$ cat src/rtl/apb_regfile_slave.sv
// APB completer with NUM_REGS word registers, programmable wait states and PSLVERR.
// Read-only slots return live ro_in values; committed writes raise a one-cycle wr_pulse.
module apb_regfile_slave #(
   parameter int unsigned          ADDR_WIDTH  = 8,
   parameter int unsigned          DATA_WIDTH  = 32,
   parameter int unsigned          NUM_REGS    = 16,
   parameter int unsigned          WAIT_STATES = 0,
   parameter logic [NUM_REGS-1:0]  RO_MASK     = '0
) (
   input  logic                           PCLK,
   input  logic                           PRESETn,
   input  logic                           PSEL,
   input  logic                           PENABLE,
   input  logic [ADDR_WIDTH-1:0]          PADDR,
   input  logic                           PWRITE,
   input  logic [DATA_WIDTH-1:0]          PWDATA,
   output logic [DATA_WIDTH-1:0]          PRDATA,
   output logic                           PREADY,
   output logic                           PSLVERR,
   output logic [NUM_REGS*DATA_WIDTH-1:0] reg_out,
   input  logic [NUM_REGS*DATA_WIDTH-1:0] ro_in,
   output logic [NUM_REGS-1:0]            wr_pulse
);

   localparam int unsigned IW = ADDR_WIDTH - 2;

   typedef enum logic [1:0] {
      S_IDLE,
      S_WAIT,
      S_READY
   } state_t;

   state_t                state;
   logic [3:0]            cnt;
   logic [IW-1:0]         idx_q;
   logic                  write_q;
   logic [DATA_WIDTH-1:0] wdata_q;
   logic                  err_q;

   logic                  setup_in_range;
   logic                  setup_ro;
   logic                  setup_err;
   logic [DATA_WIDTH-1:0] setup_rdata;

   // Index decode is done by comparison so out-of-range addresses never index past NUM_REGS.
   always_comb begin
      setup_in_range = 1'b0;
      setup_ro       = 1'b0;
      setup_rdata    = '0;
      for (int unsigned i = 0; i < NUM_REGS; i++) begin
         if (32'(PADDR[ADDR_WIDTH-1:2]) == i) begin
            setup_in_range = 1'b1;
            setup_ro       = RO_MASK[i];
            setup_rdata    = RO_MASK[i] ? ro_in[i*DATA_WIDTH +: DATA_WIDTH]
                                        : reg_out[i*DATA_WIDTH +: DATA_WIDTH];
         end
      end
      setup_err = (PADDR[1:0] != 2'b00) | ~setup_in_range | (PWRITE & setup_ro);
   end

   always_ff @(posedge PCLK or negedge PRESETn) begin
      if (!PRESETn) begin
         state    <= S_IDLE;
         cnt      <= '0;
         idx_q    <= '0;
         write_q  <= 1'b0;
         wdata_q  <= '0;
         err_q    <= 1'b0;
         PRDATA   <= '0;
         PREADY   <= 1'b0;
         PSLVERR  <= 1'b0;
         reg_out  <= '0;
         wr_pulse <= '0;
      end else begin
         wr_pulse <= '0;
         case (state)
            S_IDLE: begin
               if (PSEL && !PENABLE) begin
                  idx_q   <= PADDR[ADDR_WIDTH-1:2];
                  write_q <= PWRITE;
                  wdata_q <= PWDATA;
                  err_q   <= setup_err;
                  PRDATA  <= (!PWRITE && !setup_err) ? setup_rdata : '0;
                  if (WAIT_STATES == 0) begin
                     state   <= S_READY;
                     PREADY  <= 1'b1;
                     PSLVERR <= setup_err;
                  end else begin
                     state <= S_WAIT;
                     cnt   <= 4'(WAIT_STATES - 1);
                  end
               end
            end
            S_WAIT: begin
               if (!PSEL) begin
                  state <= S_IDLE;
               end else if (cnt == 4'd0) begin
                  state   <= S_READY;
                  PREADY  <= 1'b1;
                  PSLVERR <= err_q;
               end else begin
                  cnt <= cnt - 4'd1;
               end
            end
            S_READY: begin
               if (!PSEL || PENABLE) begin
                  state   <= S_IDLE;
                  PREADY  <= 1'b0;
                  PSLVERR <= 1'b0;
                  if (PSEL && write_q && !err_q) begin
                     for (int unsigned i = 0; i < NUM_REGS; i++) begin
                        if (32'(idx_q) == i) begin
                           reg_out[i*DATA_WIDTH +: DATA_WIDTH] <= wdata_q;
                           wr_pulse[i]                         <= 1'b1;
                        end
                     end
                  end
               end
            end
            default: state <= S_IDLE;
         endcase
      end
   end

endmodule

$ cat config.mk
export PLATFORM = sky130hd
export DESIGN_NAME = apb_regfile_slave
export DESIGN_NICKNAME = d
export VERILOG_FILES = /design/src/rtl/apb_regfile_slave.sv
export SDC_FILE = /design/constraint.sdc
export NUM_CORES = 1
export LEC_CHECK = 0
export BUFFER_PORTS_ARGS = -buffer_cell sky130_fd_sc_hd__clkbuf_2
export CAP_MARGIN = 20
export CELL_PAD_IN_SITES_DETAIL_PLACEMENT = 0
export CELL_PAD_IN_SITES_GLOBAL_PLACEMENT = 1
export CORE_AREA = 4 4 430 432
export CTS_BUF_LIST = sky130_fd_sc_hd__clkbuf_4
export DETAILED_ROUTE_END_ITERATION = 6
export DIE_AREA = 0 0 434 436
export HOLD_SLACK_MARGIN = 0.03
export PLACE_DENSITY = 0.41
export RECOVER_POWER = 50
export SLEW_MARGIN = 10
export SYNTH_ARGS = -nofsm -noshare
export SYNTH_HDL_FRONTEND = slang
export SYNTH_SLANG_ARGS = --single-unit
$ cat constraint.sdc
create_clock -name PCLK -period 2.5 [get_ports PCLK]
set_clock_uncertainty 0.2 [all_clocks]
set_input_delay 0.5 -clock PCLK [delete_from_list [all_inputs] [get_ports PCLK]]
set_output_delay 0.5 -clock PCLK [all_outputs]
set_load 0.01 [all_outputs]
# ---- Yosys cells after proc, flatten, opt, wreduce, memory -nomap -nowiden
# Cells that the tools add are included.
dict set report word_totals {
  out_inout_bits 562
  reg_bits 608
}
dict set report classes {
  add_sub_neg 1
  n_bitwise 3
  mux 66
  reduce_logical 36
  n_eq_ne 37
}
# operator count
set op_table {}
lappend op_table {{$mux W32} 17}
lappend op_table {{$eq A6 B4 Y1 const B} 16}
lappend op_table {{$reduce_and A4 Y1} 16}
lappend op_table {{$eq A6 B3 Y1 const B} 8}
lappend op_table {{$mux W16} 3}
lappend op_table {{$mux W1} 39}
lappend op_table {{$eq A6 B2 Y1 const B} 4}
lappend op_table {{$eq A6 B1 Y1 const B} 2}
lappend op_table {{$logic_not A6 Y1} 2}
lappend op_table {{$mux W2} 4}
lappend op_table {{$ne A2 B2 Y1 const B} 4}
lappend op_table {{$pmux W1 S3} 2}
lappend op_table {{$pmux W2 S3} 1}
lappend op_table {{$reduce_and A3 Y1} 2}
lappend op_table {{$logic_not A1 Y1} 5}
lappend op_table {{$reduce_and A5 Y1} 1}
lappend op_table {{$logic_and A1 B1 Y1} 4}
lappend op_table {{$logic_not A4 Y1} 1}
lappend op_table {{$sub A4 B1 Y4 const B} 1}
lappend op_table {{$ne A3 B3 Y1 const B} 1}
lappend op_table {{$reduce_bool A3 Y1} 1}
lappend op_table {{$eq A2 B1 Y1 const B} 1}
lappend op_table {{$eq A2 B2 Y1 const B} 1}
lappend op_table {{$logic_not A2 Y1} 1}
lappend op_table {{5 further kinds} 6}

# ---- Longest topological paths before layout
# Gate-level depths: netlist of the first run.
dict set report depth {
  word_depth 22
  depth_mapped 11
}

# ---- Worst setup path after synthesis of the first run
# No wires, ideal clock.
dict set report synth_path {
  path_kind {input port to flip-flop}
  start {in PADDR[2]}
  end {reg PRDATA[27]}
  t_required_ns 2.175
  path_slack_ns 0.167
  setup_time_ns 0.125
  arrival_time_ns 2.007
  n_path_buf 3
  stages 8
  path_cell_list {buf_4 > buf_6 > buf_4 > mux4_2 > a22oi_1 > nand3_1 > a221oi_1 > o2bb2ai_1}
}
dict set report synth_between {
  elab_chain_len 22
  word_cells_on_any_way 53
  classes_between {15 x eq/ne; 33 x mux; 2 x bitwise; 3 x reduce/logical}
}
# item line_no
set synth_lines {}
lappend synth_lines {{start: declaration} 14} ;# input logic [ADDR_WIDTH-1:0] PADDR,
lappend synth_lines {{$logic_not A6 Y1} 51} ;# if (32'(PADDR[ADDR_WIDTH-1:2]) == i) begin
lappend synth_lines {{$mux W1 (16 in a row)} 51}
lappend synth_lines {{$not A1 Y1} 58} ;# setup_err = (PADDR[1:0] != 2'b00) | ~setup_in_range | (PWRITE & setup_ro);
lappend synth_lines {{$or A1 B1 Y1} 58}
lappend synth_lines {{$logic_not A1 Y1} 83} ;# PRDATA <= (!PWRITE && !setup_err) ? setup_rdata : '0;
lappend synth_lines {{$logic_and A1 B1 Y1} 83}
lappend synth_lines {{$mux W32 (*)} 83}
lappend synth_lines {{end signal: assignment} 83}
lappend synth_lines {{end: declaration} 17} ;# output logic [DATA_WIDTH-1:0] PRDATA,
# Mark *: on every way between the ends. The rest lies on a longest branch, timed or not.
# A chain may end at the register's enable or synchronous reset.

# ---- Final worst setup path of the first run
dict set report layout_path {
  start {in PENABLE}
  end {reg PRDATA[3]}
}
dict set report layout_between {
  elab_chain_len 3
}
# item line_no
set layout_lines {}
lappend layout_lines {{start: declaration} 13} ;# input logic PENABLE,
lappend layout_lines {{$logic_not A1 Y1} 78} ;# if (PSEL && !PENABLE) begin
lappend layout_lines {{$logic_and A1 B1 Y1} 78}
lappend layout_lines {{$reduce_and A2 Y1 (no line)} -}
# No other way between the ends.

==> metrics, run 1 <==
outcome finished with violations; failing checks setup timing; hold_sp PADDR[5]; synthesized net count 2586; area of the core 0.181 mm^2; CP startpoint kind primary input; relative slew slack 0.291; YS warnings 0; hold worst-path end PRDATA[12]; CTS Root Cell clkbuf_4; die width 434 um; Least-Margin Pin Slew 1.06 ns; Worst R2R Start PREADY; Num CTS Buffers 191; final net count 4153; Crit. End Element flop; Clock Latency Late Sink 1.23 ns; Final Hold Vio Count 0; GP Congestion 0.772; overflow left after global routing 0; CTS clk-pin slew, worst paths 0.06 ns; critical-path maximum fanout 5; Syn Inst Count 2027; vias per cell 4.04; Seq cells post-synth 602; worst setup slack after placement -0.553 ns; Pins Over Slew Limit 0; Vias 24700; R2R setup slack -0.04 ns; Port Buffer Count 606; H-tree Lvls 4; power per cell area 580 mW/mm^2; EDFF count, synth 0; Avg Inst Size Synth 13.5 um^2; largest area contributor in the netlist dfrtp_1; CTS tree done; Primary FF master, synth dfrtp_1; DRT iter0 DRCs 1289; worst setup path start PENABLE; Post-Route WL 171000 um; dominant cells by area after synthesis dfrtp_1 (55%), mux2_2 (22%), mux4_2 (3.0%); hold depth 6; area fraction of the dominant cell type after synthesis 0.552; initial antenna violation count 15; Clock Path Buffers 3; Final HPWL DP 122000 um; post-route ant nets 0; worst hold-check path type primary input to flop; number of global-route vias before repair 26100; Max Fclk 0.373 GHz; Placed Area 0.0359 mm^2; final setup fails 201; Initial Utilization 0.151; Leak 0.0231 uW; area grow syn2layout 69.8%; CP required 3.40 ns; Mapped Area 0.0273 mm^2; GR Util All Layers 0.175; Die Ht 436 um; global-route wire length before repair 226000 um; die area 0.189 mm^2; worst setup margin -0.181 ns; R2R cell count 9; Seq/Total Area, Yosys 0.552; Avg WL per Cell 28.0 um; max cap viols 0; Worst R2R End PRDATA[3]; final instance area 0.0463 mm^2; I/O Pins 1119; Max rail drop VDD 424 uV; router iterations before antenna repair 5; RSZ-0062 raised after global routing true; synth unique cells 72; share of layout cells above drive strength 1 0.640; ys async rst share 1.00; Post-route DRC 0; Period minus WS final 2.68 ns; row cnt 156; Setup CP Type primary input to flop; Final period util 1.07; Clock Sinks 602; Arrival @ worst endpoint 3.58 ns; pin count of the biggest net entering global routing 69
## cell families (layout without fill, tap and decap cells)
kind of cell | after synthesis | after routing | synth area share
xor gates and xnor gates | 1 | 1 | 0.000321
other | 0 | 16 | 0
DFF | 602 | 602 | 0.552
adders and majority gates | 2 | 2 | 0.000918
buffers and inverters | 188 | 1889 | 0.0336
AOI/OAI and AO/OA | 330 | 330 | 0.0830
and+or+nand+nor | 256 | 256 | 0.0489
muxes | 648 | 648 | 0.281
## synth_stat cells, types with 8 or more instances
| library cell | number |
|---|---|
| nor2b_1 | 8 |
| nand2_1 | 65 |
| a22o_1 | 11 |
| o2bb2ai_1 | 15 |
| nor2_1 | 101 |
| o221ai_1 | 26 |
| nand3_1 | 8 |
| mux2_1 | 38 |
| a22oi_1 | 24 |
| dfrtp_1 | 602 |
| a221o_1 | 8 |
| buf_4 | 14 |
| a21oi_1 | 78 |
| mux2_2 | 537 |
| mux2i_1 | 37 |
| o22ai_1 | 16 |
| clkbuf_1 | 57 |
| inv_1 | 11 |
| o21ai_0 | 57 |
| buf_2 | 97 |
| nor3_2 | 10 |
| o211ai_1 | 9 |
| a31oi_1 | 9 |
| mux4_2 | 36 |
| or3_1 | 8 |
| a221oi_1 | 24 |
| a211oi_1 | 15 |
| nand2b_1 | 9 |
## flip-flops by register name, indices dropped and copies added (netlist names)
register	flops
PRDATA	32
PREADY	1
PSLVERR	1
err_q	1
idx_q	6
reg_out	512
wdata_q	32
wr_pulse	16
write_q	1
## metal layers
layer	global-route usage	routed length (um)	up-vias
met1	0.205	69100	12800
met5	0	9	-
met3	0.0396	8200	319
met2	0.295	83600	719
li1	-	-	10800
met4	0.0944	10100	2
## report_power, final
| group | switching, uW | internal (uW) |
|---|---|---|
| clock | 5070 | 5040 |
| sequential | 1930 | 10400 |
| combinational | 2170 | 2270 |
| total | 9170 | 17700 |
## worst max-delay path by stage
stage                         to  slack, ns  cells after the start
finish                 PRDATA[3]      -0.18                     11
global placement       PRDATA[2]      -0.54                      8
CTS                 reg_out[275]      -0.23                      1
floorplan             PRDATA[27]       0.17                      8
global route        reg_out[339]      -0.20                      1
detailed placement     PRDATA[2]      -0.55                      8
## per-stage QoR
stage | hold WS [ns] | power (uW) | TNS (ns) | util | std cells
after floorplan | 0.00441 | 13200 | 0 | - | 2027
after global placement | 0.208 | 16000 | -17.41 | 0.199 | 5119
after detailed placement | 0.210 | 16000 | -19.23 | 0.199 | 5119
after CTS | 0.0356 | 27300 | -64.97 | 0.247 | 5971
after global routing | 0.0325 | 28300 | -73.48 | 0.256 | 6107
final | 0.147 | 26900 | -8.26 | 0.256 | 6114
## repair_timing
action                                  CTS  global route
gates cloned                              0             6
hold endpoints to repair                782            26
endpoints found under the setup margin  562           605
buffers inserted                        438           121
hold buffers                             87             2
pin swaps                                 0             8
gates resized for setup                 454           294
## worst max-delay path, stage by stage
cell           delay (ns)
dlygate4sd3_1        0.59
clkbuf_2             0.13
nand2b_1             0.15
dlygate4sd3_1        0.56
inv_1                0.06
ha_1                 0.29
nand3b_1             0.23
buf_12               0.21
a2111oi_0            0.54
buf_4                0.21
a221o_1              0.10
## area by class of cell
type	count	area, um^2
clock inverters	60	330
diodes	16	40.0
repair buffers	1551	14300
fillers	19200	134000
well taps	2370	2970
inverters	11	42.5
multi-input cells	1237	11500
flip-flops and latches	602	15100
clock buffers	267	2000
## cells in the final DEF (no fill, tap or decap), types with 7 or more instances in the layout
master         netlist  routed
a22oi_1             24      24
a21oi_1             78      78
o211ai_1             9       9
nor2_2               2       9
dfrtp_2              0       9
nand2_1             65      63
buf_8                0      78
nor2b_1              8       7
buf_6                5      89
clkinv_2             0       7
clkinv_1             0      40
diode_2              0      16
nor3_4               0       8
a31oi_1              9       8
dlygate4sd3_1        0      85
a22o_1              11      11
mux2_1              38      38
o21ai_0             57      57
a211oi_1            15      15
dfrtp_1            602     593
nor2_1             101      90
clkbuf_2             0     274
buf_4               14     748
mux4_2              36      36
a221oi_1            24      24
a221o_1              8       8
clkbuf_4             0     270
mux2_2             537     531
o221ai_1            26      26
buf_12               0      85
inv_1               11       9
o2bb2ai_1           15      15
o22ai_1             16      16
clkbuf_8             0     176
mux2i_1             37      37
nand3_1              8       8
nand2b_1             9       7
Note: power is estimated with default switching activity, not from simulation.
==> run 2, diff against run 1 <==
--- a/config.mk
+++ b/config.mk
@@ -5,7 +5,7 @@
 export SDC_FILE = /design/constraint.sdc
 export NUM_CORES = 1
 export LEC_CHECK = 0
-export BUFFER_PORTS_ARGS = -buffer_cell sky130_fd_sc_hd__clkbuf_2
+export BUFFER_PORTS_ARGS = -buffer_cell sky130_fd_sc_hd__buf_4
 export CAP_MARGIN = 20
 export CELL_PAD_IN_SITES_DETAIL_PLACEMENT = 0
 export CELL_PAD_IN_SITES_GLOBAL_PLACEMENT = 1
==> constraint.sdc (replaced) <==
create_clock -name PCLK -period 2.5 [get_ports PCLK]
set_clock_uncertainty 0.2 [all_clocks]
set_input_delay 0.375 -clock PCLK [delete_from_list [all_inputs] [get_ports PCLK]]
set_output_delay 0.375 -clock PCLK [all_outputs]
set_load 0.01 [all_outputs]
==> run 2 against run 1 <==
The flow still finishes with violations (setup timing). Final area fell by 0.96%. Global-route usage about the same. Via count is 2.2% lower. Cell count decreased by 1.8%. Critical endpoint is now PRDATA[19]. Largest power group unchanged. Highest routed layer is now met4.
==> metrics, run 2 (synthesis gave the netlist of run 1 again) <==
Worst path max stage delay 0.59 ns (about the same); Clock Latency Late Sink 1.22 ns (about the same); Num CTS Buffers 191 (unchanged); global-route wire length before repair 225000 um (-0.33%); worst setup margin -0.0742 ns (+0.107 ns); Least-Margin Pin Slew 1.10 ns (+0.0315 ns); pin count of the biggest net entering global routing 69 (unchanged); DRT iter0 DRCs 1187 (-7.9%); final net count 4054 (-2.4%); leading cell type in the layout, fill and taps excluded buf_4; I/O Pins 1119 (unchanged); Final period util 1.03 (-0.0428); RSZ-0062 raised after global routing true; GP Congestion 0.775 (+0.41%); final core area utilization 0.254 (-0.00247); Clock Sinks 602 (unchanged); post-route ant nets 0 (unchanged); Clock Path Buffers 3 (unchanged); CP dominant cell by count buf_4; worst path cell trace dlygate4sd3_1 > buf_4 > buf_4 > dlygate4sd3_1 > buf_4 > or3b_1 > a211oi_2 > buf_4 > a221oi_1 > a311oi_1 > o221ai_1 > a21oi_1; Leak 0.0225 uW (-2.4%); worst hold-check path type primary input to flop; final instance area 0.0459 mm^2 (-0.96%); M1 WL 67600 um (-2.2%); most frequent cells in the layout buf_4 (776), dfrtp_1 (579), mux2_2 (532); Initial Utilization 0.151 (unchanged); CTS Root Cell clkbuf_4; Avg WL per Cell 28.3 um (+1.0%); Final Hold Vio Count 0 (unchanged); Top Metal Used met4; DR WL met3 8050 um (-1.7%); die area 0.189 mm^2 (unchanged); initial antenna violation count 18 (+3); die width 434 um (unchanged); outcome finished with violations; critical-path maximum fanout 5 (unchanged); max reg flops 512 (unchanged); dpl cells 5115 (-0.078%); failing checks setup timing; Top reg by flops reg_out; CTS clk-pin slew, worst paths 0.06 ns (about the same); router iterations before antenna repair 5 (unchanged); Final HPWL DP 122000 um (+0.62%); Max Fclk 0.388 GHz (+4.2%); area of the core 0.181 mm^2 (unchanged); H-tree Lvls 4 (unchanged); Setup CP Type primary input to flop; number of global-route vias before repair 25800 (-1.1%); GR Util All Layers 0.174 (about the same); Post-route DRC 0 (unchanged); CTS tree done; critical path's top delay family buffers and inverters; Post-Route WL 170000 um (-0.74%); routed length on met2 86800 um (+3.8%); share of layout cells above drive strength 1 0.633 (-0.00699); Post-Layout Cell Count 6006 (-1.8%); relative slew slack 0.270 (-0.0210); final setup fails 31 (-85%); max cap viols 0 (unchanged); CP Buf/Inv Count 6 (unchanged); worst setup slack after placement -0.455 ns (+0.0976 ns); area grow syn2layout 68.2%; biggest regs reg_out (512), PRDATA (32), wdata_q (32); Arrival @ worst endpoint 3.45 ns (-0.13 ns); CP required 3.38 ns (-0.02 ns); overflow left after global routing 0 (unchanged); CP startpoint kind primary input; Period minus WS final 2.57 ns (-0.107 ns); Critical Path Slowest Stage Cell dlygate4sd3_1; Vias 24100 (-2.2%); final hold slack 0.260 ns (+0.113 ns); vias per cell 4.02 (-0.48%); Max rail drop VDD 408 uV (-3.7%); row cnt 156 (unchanged); power per cell area 593 mW/mm^2 (+2.2%); Port Buffer Count 606 (unchanged); Pins Over Slew Limit 0 (unchanged); Die Ht 436 um (unchanged); Placed Area 0.0374 mm^2 (+4.2%); Crit. End Element flop
-- run 2: cell types whose count changed in the layout (fill, tap and decap cells not counted), sizes merged --
cell          previous run  this run
buf                   1006      1332
clkbuf                 725       304
bufinv                   1         3
diode                   16         9
inv                     18        15
clkinv                  49        40
dlymetal6s4s             2         0
dlygate4sd3             85        94
clkinvlp                 3         0
-- run 2: worst paths after layout --
kind	start	end	slack [ns]	cells past startpoint
worst min-delay path	PWDATA[20]	wdata_q[20]	0.26	4
max in group asynchronous	PRESETn	PRDATA[12]	-0.03	7
worst min register to register	PRDATA[24]	PRDATA[24]	0.29	1
min in group asynchronous	PRESETn	reg_out[59]	0.99	5
worst max-delay path	PADDR[4]	PRDATA[19]	-0.07	12
worst max register to register	PREADY	PRDATA[11]	0.04	9
-- run 2: worst register-to-register path, cell delays in order, from the launching register on --
cell	delay [ns]
dfrtp_2	0.40
clkbuf_1	0.16
inv_1	0.11
ha_4	0.20
inv_2	0.08
nor3b_4	0.22
buf_12	0.18
o221ai_1	0.14
dlygate4sd3_1	0.58
o2bb2ai_1	0.15
-- run 2: metal layers --
metal | GRT usage | up-vias
li1 | - | 10600
met1 | 0.200 | 12600
met2 | 0.313 | 659
met3 | 0.0382 | 226
met4 | 0.0704 | 0
met5 | 0 | -
-- run 2: final cells by class --
type                       count  area [um^2]
clock buffer                 278         2090
antenna                        9         22.5
sequential                   602        15100
clock inverter                47          314
tap                         2370         2970
inverter                      11         42.5
multi-input combinational   1237        11500
fill                       19300       135000
timing repair buffer        1452        13800
-- run 2: through the flow --
stage / TNS [ns] / total power [uW]
floorplan: 0 / 13200
global placement: -6.40 / 16300
detailed placement: -6.06 / 16300
CTS: -14.41 / 27800
global route: -10.84 / 28700
finish: -0.398 / 27200
-- run 2: what timing repair did --
item	in CTS	in global routing
pin swaps	0	5
hold buffers	95	0
cloned	0	4
endpoints found under the hold margin	1159	0
setup endpoints to repair	515	194
setup buffers	427	31
resized for setup	487	15
-- run 2: power breakdown --
part	total [uW]	switching, uW	internal [uW]
sequential	12400	1980	10400
combinational	4480	2160	2320
clock	10300	4940	5380
total	27200	9090	18100
